`config.mk`:
```
export PLATFORM = sky130hd
export DESIGN_NAME = mgt_01_fp_round_unit
export DESIGN_NICKNAME = d
export VERILOG_FILES = /design/src/rtl/mgt_01_fp_round_unit_pkg.sv /design/src/rtl/mgt_01_fp_round_unit_incr.sv /design/src/rtl/mgt_01_fp_round_unit.sv
export SDC_FILE = /design/constraint.sdc
export NUM_CORES = 1
export LEC_CHECK = 0
export BUFFER_PORTS_ARGS = -buffer_cell sky130_fd_sc_hd__buf_2
export CAP_MARGIN = 20
export CORE_MARGIN = 2
export CORE_UTILIZATION = 50
export CTS_BUF_LIST = sky130_fd_sc_hd__clkbuf_4 sky130_fd_sc_hd__clkbuf_8
export DETAILED_ROUTE_END_ITERATION = 12
export PLACE_DENSITY_LB_ADDON = 0.12
export SKIP_CTS_REPAIR_TIMING = 1
export SYNTH_ARGS = -nofsm -noshare
export SYNTH_HDL_FRONTEND = slang
export SYNTH_SLANG_ARGS = --single-unit
```
`constraint.sdc`:
```
create_clock -name clk_i -period 3.2 [get_ports clk_i]
set_input_delay 0.32 -clock clk_i [delete_from_list [all_inputs] [get_ports clk_i]]
set_output_delay 0.32 -clock clk_i [all_outputs]
set_load 0.03 [all_outputs]
```
`src/rtl/mgt_01_fp_round_unit_pkg.sv`:
```
// rtl/mgt_01_fp_round_unit_pkg.sv - shared types and constants for the FP rounding stage
package mgt_01_fp_round_unit_pkg;

    typedef struct packed {
        logic        sign;
        logic [7:0]  exponent;
        logic [22:0] mantissa;
        logic [2:0]  grs;
    } round_in_t;

    typedef struct packed {
        logic        sign;
        logic [7:0]  exponent;
        logic [22:0] mantissa;
    } float_t;

    typedef enum logic [2:0] {
        RM_RNE  = 3'b000,
        RM_RTZ  = 3'b001,
        RM_RDN  = 3'b010,
        RM_RUP  = 3'b011,
        RM_RMM  = 3'b100,
        RM_RSV5 = 3'b101,
        RM_RSV6 = 3'b110,
        RM_DYN  = 3'b111
    } rnd_mode_e;

    typedef struct packed {
        logic nv;
        logic dz;
        logic of;
        logic uf;
        logic nx;
    } fflags_t;

    // Everything S2 needs to finish the rounding; guard bits are already folded into inc/inexact.
    typedef struct packed {
        float_t    op;
        rnd_mode_e rm;
        logic      rsv;
        logic      inc;
        logic      inexact;
        logic      inv;
        logic      ovf;
        logic      udf;
    } s1_t;

    localparam logic [31:0] CANO_NAN   = 32'h7FC0_0000;
    localparam logic [31:0] P_INFTY    = 32'h7F80_0000;
    localparam logic [31:0] N_INFTY    = 32'hFF80_0000;
    localparam logic [31:0] MAX_FINITE = 32'h7F7F_FFFF;

    function automatic float_t overflow_result(input logic sign, input rnd_mode_e rm);
        logic [30:0] mag;
        case (rm)
            RM_RTZ:  mag = MAX_FINITE[30:0];
            RM_RDN:  mag = sign ? P_INFTY[30:0] : MAX_FINITE[30:0];
            RM_RUP:  mag = sign ? MAX_FINITE[30:0] : P_INFTY[30:0];
            default: mag = P_INFTY[30:0];
        endcase
        return float_t'({sign, mag});
    endfunction

endpackage

```
`src/rtl/mgt_01_fp_round_unit_incr.sv`:
```
// rtl/mgt_01_fp_round_unit_incr.sv - round-increment decision from sign, lsb, guard/round/sticky and rm
module mgt_01_fp_round_incr
    import mgt_01_fp_round_unit_pkg::*;
(
    input  logic      sign_i,
    input  logic      lsb_i,
    input  logic [2:0] grs_i,
    input  rnd_mode_e rm_i,
    output logic      inc_o,
    output logic      inexact_o
);

    logic inexact;

    always_comb begin
        inexact = |grs_i;
        inc_o   = 1'b0;
        case (rm_i)
            RM_RNE:  inc_o = grs_i[2] & (grs_i[1] | grs_i[0] | lsb_i);
            RM_RTZ:  inc_o = 1'b0;
            RM_RDN:  inc_o = sign_i & inexact;
            RM_RUP:  inc_o = ~sign_i & inexact;
            RM_RMM:  inc_o = grs_i[2];
            default: inc_o = 1'b0;
        endcase
        inexact_o = inexact;
    end

endmodule

```
`src/rtl/mgt_01_fp_round_unit.sv`:
```
// rtl/mgt_01_fp_round_unit.sv - 2-stage elastic FP32 rounding stage; FP_ROUND_FLAGS_ACC_EN adds a sticky flag accumulator
module mgt_01_fp_round_unit
    import mgt_01_fp_round_unit_pkg::*;
(
    input  logic       clk_i,
    input  logic       rst_i,
    input  logic       clk_en_i,
    input  logic       valid_i,
    output logic       ready_o,
    input  round_in_t  operand_i,
    input  logic [2:0] rm_i,
    input  logic [2:0] frm_i,
    input  logic       invalid_i,
    input  logic       overflow_i,
    input  logic       underflow_i,
`ifdef FP_ROUND_FLAGS_ACC_EN
    input  logic       clear_flags_i,
    output fflags_t    fflags_acc_o,
`endif
    output logic       valid_o,
    input  logic       ready_i,
    output float_t     result_o,
    output fflags_t    fflags_o
);

    logic      s1_valid_q, s1_valid_d;
    s1_t       s1_q, s1_d;
    logic      s2_valid_q, s2_valid_d;
    float_t    result_q, result_d;
    fflags_t   fflags_q, fflags_d;

    logic      s1_ready, s2_ready;
    rnd_mode_e rm_eff;
    logic      inc, inexact;
    logic [30:0] sum;
    float_t    rnd_result;
    fflags_t   rnd_flags;

    assign rm_eff = (rm_i == RM_DYN) ? rnd_mode_e'(frm_i) : rnd_mode_e'(rm_i);

    mgt_01_fp_round_incr u_incr (
        .sign_i    (operand_i.sign),
        .lsb_i     (operand_i.mantissa[0]),
        .grs_i     (operand_i.grs),
        .rm_i      (rm_eff),
        .inc_o     (inc),
        .inexact_o (inexact)
    );

    assign s2_ready = !s2_valid_q || ready_i;
    assign s1_ready = !s1_valid_q || s2_ready;
    assign ready_o  = clk_en_i && s1_ready;

    // Carry out of the mantissa lands in the exponent, so subnormal->normal and max->inf fall out naturally.
    assign sum = {s1_q.op.exponent, s1_q.op.mantissa} + {30'd0, s1_q.inc};

    always_comb begin
        rnd_result = float_t'({s1_q.op.sign, sum});
        rnd_flags  = '0;
        if (s1_q.rsv || s1_q.inv) begin
            rnd_result   = float_t'(CANO_NAN);
            rnd_flags.nv = 1'b1;
        end else if (s1_q.op.exponent == 8'hFF) begin
            rnd_result = (s1_q.op.mantissa != '0) ? float_t'(CANO_NAN) : s1_q.op;
        end else if (s1_q.ovf || sum[30:23] == 8'hFF) begin
            rnd_result   = overflow_result(s1_q.op.sign, s1_q.rm);
            rnd_flags.of = 1'b1;
            rnd_flags.nx = 1'b1;
        end else if (s1_q.udf) begin
            rnd_result   = float_t'({s1_q.op.sign, 31'd0});
            rnd_flags.uf = 1'b1;
            rnd_flags.nx = 1'b1;
        end else begin
            rnd_flags.uf = (sum[30:23] == 8'h00) && s1_q.inexact;
            rnd_flags.nx = s1_q.inexact;
        end
    end

    always_comb begin
        s1_valid_d = s1_valid_q;
        s1_d       = s1_q;
        s2_valid_d = s2_valid_q;
        result_d   = result_q;
        fflags_d   = fflags_q;
        if (clk_en_i) begin
            if (s2_ready) begin
                s2_valid_d = s1_valid_q;
                if (s1_valid_q) begin
                    result_d = rnd_result;
                    fflags_d = rnd_flags;
                end
            end
            if (s1_ready) begin
                s1_valid_d = valid_i;
                if (valid_i) begin
                    s1_d.op      = float_t'(operand_i[34:3]);
                    s1_d.rm      = rm_eff;
                    s1_d.rsv     = (rm_eff == RM_RSV5) || (rm_eff == RM_RSV6) || (rm_eff == RM_DYN);
                    s1_d.inc     = inc;
                    s1_d.inexact = inexact;
                    s1_d.inv     = invalid_i;
                    s1_d.ovf     = overflow_i;
                    s1_d.udf     = underflow_i;
                end
            end
        end
    end

    always_ff @(posedge clk_i or posedge rst_i) begin
        if (rst_i) begin
            s1_valid_q <= 1'b0;
            s1_q       <= '0;
            s2_valid_q <= 1'b0;
            result_q   <= '0;
            fflags_q   <= '0;
        end else begin
            s1_valid_q <= s1_valid_d;
            s1_q       <= s1_d;
            s2_valid_q <= s2_valid_d;
            result_q   <= result_d;
            fflags_q   <= fflags_d;
        end
    end

    assign valid_o  = s2_valid_q;
    assign result_o = result_q;
    assign fflags_o = fflags_q;

`ifdef FP_ROUND_FLAGS_ACC_EN
    fflags_t acc_q, acc_d;
    logic    out_hs;

    assign out_hs = s2_valid_q && ready_i;

    // A clear coinciding with a handshake keeps that handshake's flags rather than dropping them.
    always_comb begin
        acc_d = acc_q;
        if (clk_en_i) begin
            if (clear_flags_i) begin
                acc_d = out_hs ? fflags_q : fflags_t'('0);
            end else if (out_hs) begin
                acc_d = fflags_t'(acc_q | fflags_q);
            end
        end
    end

    always_ff @(posedge clk_i or posedge rst_i) begin
        if (rst_i) begin
            acc_q <= '0;
        end else begin
            acc_q <= acc_d;
        end
    end

    assign fflags_acc_o = acc_q;
`endif

endmodule
```
* Word-level counts from Yosys, hierarchy flattened *
Cells that the tools add are included.

storage, ports and cells
  bits in registers = 79
  latch bits = 0
  memory bits (writable) = 0
  ROM bits = 0
  input bits = 49
  output and inout bits = 39
  word-level logic and storage cells = 73
  memories kept = 0

operators by class
  add/subtract/negate cells = 1
  multiply operators = 0
  div/mod/pow operators = 0
  order comparisons = 0
  eq/ne operators = 12
  shifts and indexed selects = 0
  muxes and demuxes = 17
  bitwise gates (word level) = 6
  reductions and logical operators = 18

operator list
  cell                                                                   count
  32-bit 2-to-1 mux                                                      3
  24-bit case mux with 3 select lines                                    1
  31-bit 2-to-1 mux                                                      2
  24-bit 2-to-1 mux                                                      2
  31-bit by 1-bit adder with 31-bit output                               1
  23-bit nonzero test                                                    1
  8-bit equality test, second input constant                             2
  3-bit equality test, second input constant                             5
  3-bit by 2-bit equality test with 1-bit output, second input constant  4
  3-bit 2-to-1 mux                                                       3
  8-bit zero test                                                        1
  1-bit logical OR                                                       6
  3-bit AND reduction                                                    2
  1-bit 2-to-1 mux                                                       4
  1-bit case mux with 4 select lines                                     1
  2-bit AND reduction                                                    2
  1-bit bitwise AND                                                      3
  3-bit by 1-bit equality test with 1-bit output, second input constant  1
  3-bit zero test                                                        1
  3-bit OR reduction                                                     1
  1-bit logical AND                                                      2
  1-bit zero test                                                        2
  2-bit 2-to-1 mux                                                       1
  1-bit bitwise OR                                                       2
  1-bit NOT                                                              1

* Longest topological paths before layout *
Gate-level depths: netlist of the first run.

  depth after elaboration = 7
  mapped depth = 10
  depth with buffers taken out = 9

* Hierarchy *
Synthesis of the first run repeated with hierarchy kept, for this count alone.

second synthesis, totals
  cells, all modules = 386
  area, all modules = 4098.9 µm²

modules (own cells, without submodules)
  module                instances  cells each  area an instance (µm²)  seq. area each (µm²)
  mgt_01_fp_round_unit  1          379         4042.6                  1976.9
  mgt_01_fp_round_incr  1          7           56.3                    0.0

* Least setup slack after synthesis of the first run *
OpenSTA, ideal clock, no wires.

  path kind = reg-to-reg
  from = register s1_q[4] (netlist name)
  to = register result_q (netlist bit result_o[2])
  library setup time = 128 ps
  data arrival time = 2462 ps
  required time = 3072 ps
  slack = 609 ps
  cell stages (with the launch flop) = 11
  buffers on the path = 2
  period minus slack after synthesis = 2591 ps
  cells stage by stage = dfrtp_1 ha_1 and4_1 and4_1 buf_2 a21boi_0 o22ai_2 o41ai_4 or3_4 buf_12 o211ai_2

between the ends
  cells in the longest elaborated chain, start to end = 6
  elaborated cells on any way between the ends = 7
  classes of those cells = add/sub: 1; eq/ne: 1; mux: 4; reduce/logical: 1

RTL lines
  element                                     line                         source
  from (decl)                                 mgt_01_fp_round_unit.sv:27   s1_t s1_q, s1_d;
  from (signal assigned)                      mgt_01_fp_round_unit.sv:112  s1_q <= '0;
  from (signal assigned)                      mgt_01_fp_round_unit.sv:118  s1_q <= s1_d;
  31-bit by 1-bit adder with 31-bit output *  mgt_01_fp_round_unit.sv:55   assign sum = {s1_q.op.exponent, s1_q.op.mantissa} + {30'd0, s1_q.inc};
  8-bit equality test                         mgt_01_fp_round_unit.sv:65   end else if (s1_q.ovf || sum[30:23] == 8'hFF) begin
  1-bit logical OR                            mgt_01_fp_round_unit.sv:65
  31-bit 2-to-1 mux *                         mgt_01_fp_round_unit.sv:65
  32-bit 2-to-1 mux *                         mgt_01_fp_round_unit.sv:63   end else if (s1_q.op.exponent == 8'hFF) begin
  32-bit 2-to-1 mux *                         mgt_01_fp_round_unit.sv:60   if (s1_q.rsv || s1_q.inv) begin
  to (signal assigned)                        mgt_01_fp_round_unit.sv:120  result_q <= result_d;
  to (decl)                                   mgt_01_fp_round_unit.sv:29   float_t result_q, result_d;

Mark *: on every way between the ends. The rest lies on a longest branch, timed or not.
A chain may end at the register's enable or synchronous reset.

* Worst setup path after layout of the first run *
  from = register s1_q[9] (netlist name)
  to = register result_q (netlist bit result_o[10])

between the ends
  cells in the longest elaborated chain, start to end = 6
  elaborated cells on any way between the ends = 9
  classes of those cells = add/sub: 1; eq/ne: 1; mux: 5; reduce/logical: 2

RTL lines
  element                                   line
  31-bit by 1-bit adder with 31-bit output  mgt_01_fp_round_unit.sv:55
  8-bit equality test                       mgt_01_fp_round_unit.sv:65
  1-bit logical OR                          mgt_01_fp_round_unit.sv:65
  31-bit 2-to-1 mux                         mgt_01_fp_round_unit.sv:65
  32-bit 2-to-1 mux *                       mgt_01_fp_round_unit.sv:63
  32-bit 2-to-1 mux *                       mgt_01_fp_round_unit.sv:60

Marks and branches as above.

==> impl_metrics.tcl, run 1 <==
set metrics [dict create \
    drt-vias-per-instance 5.63 \
    place_congestion 0.911 \
    die_w_um 95.8 \
    vias 3306 \
    vdd_drop_max_mv 0.272 \
    clock_latency_ns 0.36 \
    yosys.area_share.adder 0.00892 \
    dieArea_um2 9170 \
    timing.critical_path.max_delay_family "simple AND/OR/NAND/NOR gates" \
    period_minus_slack_ns 2.98 \
    drt_iter0_markers 120 \
    first_pass_iters 5 \
    worst-endpoint-required_ns 3.42 \
    finish.net_count 529 \
    cpMostUsedCell "sky130_fd_sc_hd__ha_1" \
    synth_edf_count 0 \
    grt_use_total 0.236 \
    tritoncts.num_buffers 9 \
    synth_warnings 0 \
    p_switching_w 0.00119 \
    yosys.cell_types.count 50 \
    layout.cell_area.non_filler_um2 4960 \
    row_count 33 \
    dominant_combinational_cell_family_by_area_after_synthesis "simple AND/OR/NAND/NOR gates" \
    cts.reportedPaths.clkPinSlew_ns 0.08 \
    final-max-slew-violation-count 0 \
    first_global_vias 3235 \
    max_cap_viol_count 0 \
    hp-class "in -> async" \
    cp.arrival_ns 3.20 \
    synth-seq-area-share 0.470 \
    tritoncts "yes" \
    route.detailed.drc 0 \
    initial_core_util 0.515 \
    grt_antenna_before_repair 0 \
    chipHeight_um 95.8 \
    synthToLayoutAreaGrowth_pct 18.0 \
    grt_setup_unrepaired "no" \
    synthesis.area_per_instance_um2 10.8 \
    htree_levels 3 \
    cts_sinks 79 \
    dominantRegCellSynth "sky130_fd_sc_hd__dfrtp_1" \
    cts_buffer_depth 2 \
    power.sequential.fraction 0.443 \
    final_layout_size_suffix_gt1_frac 0.382 \
    clock_power_share 0.252 \
    globalRouteOverflowTotal 0 \
    boundaryPins 88 \
    grt_first_pass_wirelength_um 16300 \
    synth_top_cells_by_area "sky130_fd_sc_hd__dfrtp_1 47%, sky130_fd_sc_hd__mux2_2 9.4%, sky130_fd_sc_hd__o211ai_2 5.9%" \
    synth_seq_cells 79 \
    critPathCaptureType "flop" \
    max_stage_delay_ns 0.47 \
    crit_type "reg -> reg" \
    crit_path_cell_trace "ha_1 -> ha_1 -> nand3_1 -> or3_1 -> nor4_2 -> o22ai_2 -> o41ai_4 -> or3_4 -> o211ai_2" \
    pwr-share-comb 0.305 \
    synthArstFlopShare 1.00 \
    antenna_cells 0 \
    intPower_w 0.00205 \
    startpoint_type "flop" \
    coreArea_um2 8180 \
    power_switching_share 0.368 \
    power_density_nw_per_um2 654 \
    synth_compound_gate_area_share 0.134 \
    fin_crit_sh 0.931 \
    yosys.area_share.xor_xnor 0.0541 \
    synth_simple_gate_area_share 0.197 \
    fillCellCount 732 \
    cells_after_synth 389 \
    maxClockFrequency_mhz 336 \
    fin_tns_setup_ns 0 \
    synthesis.area_um2 4210 \
    finalCoreUtilization 0.607 \
    root_buffer "sky130_fd_sc_hd__clkbuf_8" \
    final.setup_skew_ns 0.0159 \
    leakage_nw 2.27 \
    worst-path-buf-inv 0 \
    drt_wl_total_um 10100 \
    synth_mux_area_frac 0.0936 \
    grt_start_max_net_pins 43 \
    crit_fanout 22 \
    placed_area_um2 4740 \
    worst_pin_slew_ns 0.803 \
    status "complete, no violations" \
    timing.final.hold_violations 0 \
    yosysTopAreaCell "sky130_fd_sc_hd__dfrtp_1" \
    placement.io_buffers 86 \
    timing.slew.headroom 0.464 \
    final_setup_violation_count 0 \
    avgRoutedWirePerCell_um 17.3 \
    synth_largest_type_area_fraction 0.470 \
    detailed_place_hpwl_um 7440 \
    postRouteAntennaNets 0 \
    critical_path.slowest_cell "sky130_fd_sc_hd__or3_4" \
    synth.net_count 441 \
]
[state kept, by name, indices dropped and copies added, names as in the netlist]
| signal | flops |
|---|---|
| s1_q | 41 |
| result_o | 32 |
| fflags_o | 4 |
| s1_valid_q | 1 |
| valid_o | 1 |
[logic make-up (layout without fill, tap and decap cells)]
family | Yosys count | count (layout)
other cells | 1 | 1
compound gates | 61 | 61
fa+ha+maj | 3 | 3
xor+xnor | 26 | 26
buf+inv | 29 | 122
mux | 35 | 35
simple gates | 155 | 155
flops | 79 | 79
[path summary, 6_finish.rpt]
path / from / endpoint / slack [ns] / depth (start not counted)
max reg2reg: s1_q[9] / result_o[10] / 0.22 / 9
max: s1_q[9] / result_o[10] / 0.22 / 9
min: rst_i / s1_q[10] / 0.11 / 2
min reg2reg: result_o[31] / result_o[31] / 0.48 / 2
min in group clk_i: operand_i[7] / s1_q[13] / 0.19 / 2
max in group asynchronous: rst_i / s1_q[30] / 2.38 / 3
[cells in the mapped netlist, types with 4 or more instances]
cell,n
sky130_fd_sc_hd__nor2_1,22
sky130_fd_sc_hd__clkbuf_1,10
sky130_fd_sc_hd__nand3_1,11
sky130_fd_sc_hd__mux2_2,35
sky130_fd_sc_hd__and4_1,11
sky130_fd_sc_hd__and3_1,6
sky130_fd_sc_hd__nor3_1,8
sky130_fd_sc_hd__nand4_1,12
sky130_fd_sc_hd__o211ai_2,20
sky130_fd_sc_hd__nor4_1,11
sky130_fd_sc_hd__o21ai_0,11
sky130_fd_sc_hd__xnor2_1,9
sky130_fd_sc_hd__dfrtp_1,79
sky130_fd_sc_hd__nand2_1,53
sky130_fd_sc_hd__inv_1,9
sky130_fd_sc_hd__xor2_1,17
sky130_fd_sc_hd__a31oi_1,6
sky130_fd_sc_hd__o22a_1,7
sky130_fd_sc_hd__buf_2,4
[per-layer routing]
metal,vias up,GRT usage,share of wire
met5,-,0,0
met4,0,0.0810,0.013
met3,12,0.0446,0.036
met2,70,0.386,0.48
met1,1629,0.315,0.47
li1,1595,-,-
[power by group through the flow]
| stage | clock (W) | sequential (W) | combinational (W) |
|---|---|---|---|
| floorplan | 0 | 0.00164 | 0.000494 |
| global placement | 0 | 0.00145 | 0.000978 |
| detailed placement | 0 | 0.00145 | 0.000997 |
| CTS | 0.000830 | 0.00144 | 0.00100 |
| global route | 0.000877 | 0.00147 | 0.00108 |
| finish | 0.000819 | 0.00144 | 0.000990 |
[cells in the final DEF, fill, tap and decap left out, drive strengths merged, types with 10 or more instances in the layout]
cell type	netlist	final
buf	10	97
dfrtp	79	79
nand2	53	53
mux2	35	35
nor2	22	22
o211ai	22	22
xor2	17	17
nand4	13	13
nand3	13	13
o21ai	11	11
and4	11	11
nor4	11	11
clkbuf	10	10
nor3	10	10
[layout make-up]
cell class                 count  area, µm²  area share
tap                          105        131      0.0265
inverter                       9       33.8     0.00680
timing repair buffer          97        538       0.108
sequential                    79       1980       0.398
clock inverter                 6       85.1      0.0171
clock buffer                  10        131      0.0265
multi-input combinational    281       2070       0.417
[stage by stage]
step | std cells | hold slack, ns | setup WS, ns | total power (W)
global placement | 571 | 0.459 | 0.276 | 0.00243
floorplan | 389 | 0.442 | 0.609 | 0.00213
global route | 587 | 0.177 | 0.0514 | 0.00343
finish | 587 | 0.109 | 0.222 | 0.00325
detailed placement | 571 | 0.466 | 0.168 | 0.00245
CTS | 587 | 0.135 | 0.152 | 0.00327
(Power assumes the default switching activity.)
==> run 2: changes to the inputs <==
- CAP_MARGIN: 20 -> unset
- clock period: 3.2 -> 2.5 ns (I/O delays scaled with it)
==> run 2 against run 1 <==
Net effect:
- wire length grew 5.4%
- the run now ends with negative hold slack, negative setup slack left
- register-to-register slack lost 0.35 ns
- sequential power grew 23%
- clock power grew 28%
- global-route usage grew 1.1 points
- utilization grew 7.6 points
- hold slack lost 0.14 ns
- final cell count grew 10%
- critical path depth grew 1
- clock skew shrank 0.0090 ns
- largest cell class unchanged
- combinational power grew 59%
==> impl_metrics.tcl, run 2 (synthesis gave the netlist of run 1 again) <==
set metrics [dict create \
    drt_iter0_markers 112 \
    htree_levels 3 \
    globalRouteOverflowTotal 0 \
    root_buffer "sky130_fd_sc_hd__clkbuf_8" \
    power_density_nw_per_um2 785 \
    grt_use_total 0.246 \
    layout.cells.most_common "sky130_fd_sc_hd__buf_2" \
    synthToLayoutAreaGrowth_pct 32.7 \
    postRouteAntennaNets 0 \
    initial_core_util 0.515 \
    worst-endpoint-required_ns 2.73 \
    startpoint_type "flop" \
    first_global_vias 3481 \
    drt_wl_total_um 10700 \
    detailed_place_hpwl_um 7890 \
    timing.final.hold_violations 38 \
    status "finished, violations left" \
    tritoncts.num_buffers 9 \
    vias 3544 \
    period_minus_slack_ns 2.63 \
    avgRoutedWirePerCell_um 16.5 \
    clock_latency_ns 0.35 \
    crit_fanout 5 \
    chipHeight_um 95.8 \
    max_cap_viol_count 0 \
    vdd_drop_max_mv 0.421 \
    final.setup_skew_ns 0.00690 \
    placement.io_buffers 86 \
    crit_path_cell_trace "ha_2 -> ha_4 -> nand3_4 -> or3_4 -> o31a_1 -> o22ai_2 -> o41ai_4 -> buf_4 -> or2b_4 -> o221a_2" \
    hold-worst-slack_ns -0.0305 \
    worst-path-buf-inv 1 \
    final-max-slew-violation-count 0 \
    worst_pin_slew_ns 0.686 \
    top_register "s1_q" \
    first_pass_iters 4 \
    max_stage_delay_ns 0.43 \
    placed_cells 627 \
    cts_sinks 79 \
    boundaryPins 88 \
    row_count 33 \
    antenna_cells 0 \
    cts.reportedPaths.clkPinSlew_ns 0.08 \
    crit_type "reg -> reg" \
    most_frequent_cells_in_the_layout "86 x sky130_fd_sc_hd__buf_2, 79 x sky130_fd_sc_hd__dfrtp_1, 62 x sky130_fd_sc_hd__buf_4" \
    coreArea_um2 8180 \
    critical_path.slowest_cell "sky130_fd_sc_hd__or3_4" \
    finalCoreUtilization 0.683 \
    layout_setup_ws_ns -0.129 \
    fin_crit_sh 1.05 \
    fin_cells 646 \
    leakage_nw 2.61 \
    maxClockFrequency_mhz 380 \
    hp-class "in -> async" \
    grt_antenna_before_repair 0 \
    finish.net_count 588 \
    critPathCaptureType "flop" \
    timing.slew.headroom 0.542 \
    grt_start_max_net_pins 48 \
    final_setup_violation_count 32 \
    grt_first_pass_wirelength_um 17000 \
    place_congestion 0.844 \
    cts_buffer_depth 2 \
    grt_setup_unrepaired "yes" \
    drt-vias-per-instance 5.49 \
    cp.arrival_ns 2.86 \
    dieArea_um2 9170 \
    final_layout_size_suffix_gt1_frac 0.477 \
    route.detailed.drc 0 \
    timing.critical_path.max_delay_family "compound AO/OA/AOI/OAI gates" \
    largest_register_ff_count 41 \
    tritoncts "yes" \
    die_w_um 95.8 \
    violations "negative hold slack, negative setup slack" \
]
## run 2: changes by cell type in the layout (fill, tap and decap cells not counted), sizes merged
cell | before | now
buf | 97 | 154
clkbuf | 10 | 13
clkinvlp | 2 | 0
clkinv | 2 | 3
inv | 9 | 8
or2b | 1 | 2
## run 2: report_power, final
part           leakage [nW]  switching [W]  internal (W)
combinational          1.53       0.000905      0.000662
clock                 0.115       0.000457      0.000594
sequential            0.963       0.000205       0.00156
## run 2: worst reg2reg max path, stage by stage (launching register included)
cell and delay [ns]:
sky130_fd_sc_hd__dfrtp_1 0.36, sky130_fd_sc_hd__ha_2 0.22, sky130_fd_sc_hd__ha_4 0.16, sky130_fd_sc_hd__nand3_4 0.09
sky130_fd_sc_hd__or3_4 0.43, sky130_fd_sc_hd__o31a_1 0.27, sky130_fd_sc_hd__o22ai_2 0.21, sky130_fd_sc_hd__o41ai_4 0.09
sky130_fd_sc_hd__buf_4 0.17, sky130_fd_sc_hd__or2b_4 0.28, sky130_fd_sc_hd__o221a_2 0.25
## run 2: per-stage QoR
| step | total power [W] | setup TNS [ns] | instance area, µm² | setup slack (ns) |
|---|---|---|---|---|
| global placement | 0.00328 | -4.83 | 5200 | -0.230 |
| floorplan | 0.00274 | 0 | 4220 | 0.00634 |
| CTS | 0.00437 | -8.68 | 5420 | -0.378 |
| detailed placement | 0.00332 | -7.52 | 5200 | -0.339 |
| finish | 0.00438 | -2.89 | 5590 | -0.129 |
| global route | 0.00463 | -6.90 | 5590 | -0.247 |
## run 2: path summary, 6_finish.rpt
kind                               startpoint            to  slack [ns]  cells after the start
worst max-delay path                  s1_q[9]  result_o[23]       -0.13                     10
worst min-delay path                    rst_i      s1_q[11]       -0.03                      2
worst max register to register        s1_q[9]  result_o[23]       -0.13                     10
worst min register to register        s1_q[7]       s1_q[7]        0.48                      2
max in group asynchronous               rst_i  result_o[21]        1.88                      3
min in group clk_i              operand_i[15]      s1_q[21]        0.13                      2
## run 2: area by class of cell
| class | count | area, µm² |
|---|---|---|
| clock buffers | 12 | 146 |
| clock inverters | 4 | 70.1 |
| fillers | 666 | 2590 |
| inverters | 9 | 35.0 |
| multi-input cells | 282 | 2190 |
| flip-flops and latches | 79 | 1980 |
| well taps | 105 | 131 |
| repair buffers | 155 | 1040 |
## run 2: routing by layer
metal,vias up,share of wire,track usage
li1,1717,-,-
met1,1726,0.46,0.327
met2,91,0.49,0.418
met3,10,0.038,0.0439
met4,0,0.013,0.0655
met5,-,0,0
==> run 3: changes to the inputs <==
- PLACE_DENSITY_LB_ADDON: 0.12 -> 0.05
==> run 3 against run 2 <==
Net effect:
- the run ends with negative setup slack left
- clock skew grew 0.0073 ns
- global-route usage fell by 0.46 points
- flip-flop and latch count did not move
- combinational power is essentially flat
- count of clock-buffer cells in the layout shrank 1
- critical path type unchanged
- design area decreased by 1.5%
- largest cell class unchanged
==> impl_metrics.tcl, run 3 (synthesis gave the netlist of run 1 again) <==
set metrics [dict create \
    critPathCaptureType "flop" \
    final_layout_size_suffix_gt1_frac 0.457 \
    timing.critical_path.to "result_o[23]" \
    finalCoreUtilization 0.673 \
    dieArea_um2 9170 \
    most_frequent_cells_in_the_layout "86 x sky130_fd_sc_hd__buf_2, 79 x sky130_fd_sc_hd__dfrtp_1, 52 x sky130_fd_sc_hd__nand2_1, 52 x sky130_fd_sc_hd__buf_4, 35 x sky130_fd_sc_hd__mux2_2" \
    drt_wl_total_um 10400 \
    r2r.worst_path.cells 10 \
    coreArea_um2 8180 \
    grt_antenna_before_repair 0 \
    top_register "s1_q" \
    clock_latency_ns 0.35 \
    fin_crit_sh 1.05 \
    grt_setup_unrepaired "yes" \
    vias 3453 \
    detailed_place_hpwl_um 7770 \
    cts_buffer_depth 2 \
    row_count 33 \
    avgRoutedWirePerCell_um 16.4 \
    violations "negative setup slack" \
    reg2reg_slack_ns -0.12 \
    regToRegStartpoint "s1_q[4]" \
    maxClockFrequency_mhz 381 \
    root_buffer "sky130_fd_sc_hd__clkbuf_8" \
    tritoncts "yes" \
    largest_register_ff_count 41 \
    final-max-slew-violation-count 0 \
    status "finished, violations left" \
    power_density_nw_per_um2 780 \
    fin_tns_setup_ns -2.35 \
    crit_type "reg -> reg" \
    period_minus_slack_ns 2.62 \
    timing.slew.headroom 0.649 \
    grt_start_max_net_pins 40 \
    cp.arrival_ns 2.86 \
    worst_pin_slew_ns 0.521 \
    vdd_drop_max_mv 0.365 \
    grt_first_pass_wirelength_um 16900 \
    postRouteAntennaNets 0 \
    placement.io_buffers 86 \
    die_w_um 95.8 \
    placed_cells 616 \
    worst-endpoint-required_ns 2.74 \
    tritoncts.num_buffers 9 \
    cts_sinks 79 \
    final_setup_violation_count 31 \
    grt_use_total 0.242 \
    drt-vias-per-instance 5.42 \
    max_cap_viol_count 0 \
    final.setup_skew_ns 0.0142 \
    leakage_nw 2.56 \
    rr_endpoint "result_o[23]" \
    hp-class "in -> reg" \
    htree_levels 3 \
    boundaryPins 88 \
    startpoint_type "flop" \
    antenna_cells 0 \
    place_congestion 0.877 \
    initial_core_util 0.515 \
    crit_path_start "s1_q[4]" \
    crit_fanout 9 \
    chipHeight_um 95.8 \
    post-layout-total-power_w 0.00429 \
    synthToLayoutAreaGrowth_pct 30.7 \
    drt_iter0_markers 91 \
    first_global_vias 3430 \
    fillCellCount 695 \
    first_pass_iters 4 \
    timing.final.hold_violations 0 \
    fin_cells 637 \
    layout_setup_ws_ns -0.122 \
    finish.net_count 579 \
    route.detailed.drc 0 \
    cts.reportedPaths.clkPinSlew_ns 0.09 \
    layout.cells.most_common "sky130_fd_sc_hd__buf_2" \
    globalRouteOverflowTotal 0 \
    dp_slack_ns -0.287 \
]
run 3: cell count changes in the layout (fill, tap and decap cells not counted), sizes merged:
cell,before,now
buf,154,145
clkbuf,13,12
dlygate4sd3,0,1
inv,8,9
clkinvlp,0,3
bufinv,2,1
or2b,2,1
clkinv,3,1
run 3: layout make-up:
type                       instances  area (µm²)  share of cell area
timing repair buffer             147         973               0.177
inverter                           9        33.8             0.00614
sequential                        79        1980               0.359
clock buffer                      11         145              0.0264
tap                              105         131              0.0239
multi-input combinational        281        2180               0.397
clock inverter                     5        57.6              0.0105
run 3: through the flow:
stage	hold WS, ns	cell area [µm²]
2_1_floorplan	0.390	4220
3_3_place_gp	0.308	5120
3_5_place_dp	0.310	5120
4_1_cts	-0.0679	5320
5_1_grt	0.112	5500
6_report	0.124	5500
run 3: how the worst min path moves through the flow:
stage | end | startpoint | slack (ns) | cells past startpoint
finish | s1_q[18] | operand_i[12] | 0.12 | 2
floorplan | s1_valid_q | valid_i | 0.39 | 1
CTS | s1_q[8] | rst_i | -0.07 | 2
detailed placement | s1_q[39] | rst_i | 0.31 | 2
global route | s1_q[13] | operand_i[7] | 0.11 | 2
global placement | s1_q[10] | rst_i | 0.31 | 2
run 3: power breakdown:
| part | switching [W] | internal (W) | leakage, nW |
|---|---|---|---|
| registers | 0.000217 | 0.00156 | 0.963 |
| clock network | 0.000476 | 0.000498 | 0.0950 |
| logic | 0.000887 | 0.000653 | 1.50 |
| total | 0.00158 | 0.00271 | 2.56 |
run 3: metal layers:
layer	GRT usage	share of wire	wire length, µm	up-vias
met5	0	0	0	-
met4	0.0702	0.0098	102	0
met3	0.0360	0.039	406	10
met2	0.393	0.47	4950	86
met1	0.338	0.48	4980	1666
li1	-	-	-	1691
run 3: critical path: stages (launching register included):
cell and delay [ns]:
sky130_fd_sc_hd__dfrtp_1 0.40, sky130_fd_sc_hd__ha_4 0.17, sky130_fd_sc_hd__ha_4 0.14, sky130_fd_sc_hd__nand3_4 0.09
sky130_fd_sc_hd__or3_1 0.40, sky130_fd_sc_hd__o31a_1 0.34, sky130_fd_sc_hd__o22ai_2 0.17, sky130_fd_sc_hd__o41ai_4 0.11
sky130_fd_sc_hd__buf_4 0.16, sky130_fd_sc_hd__or2b_4 0.29, sky130_fd_sc_hd__o221a_4 0.24
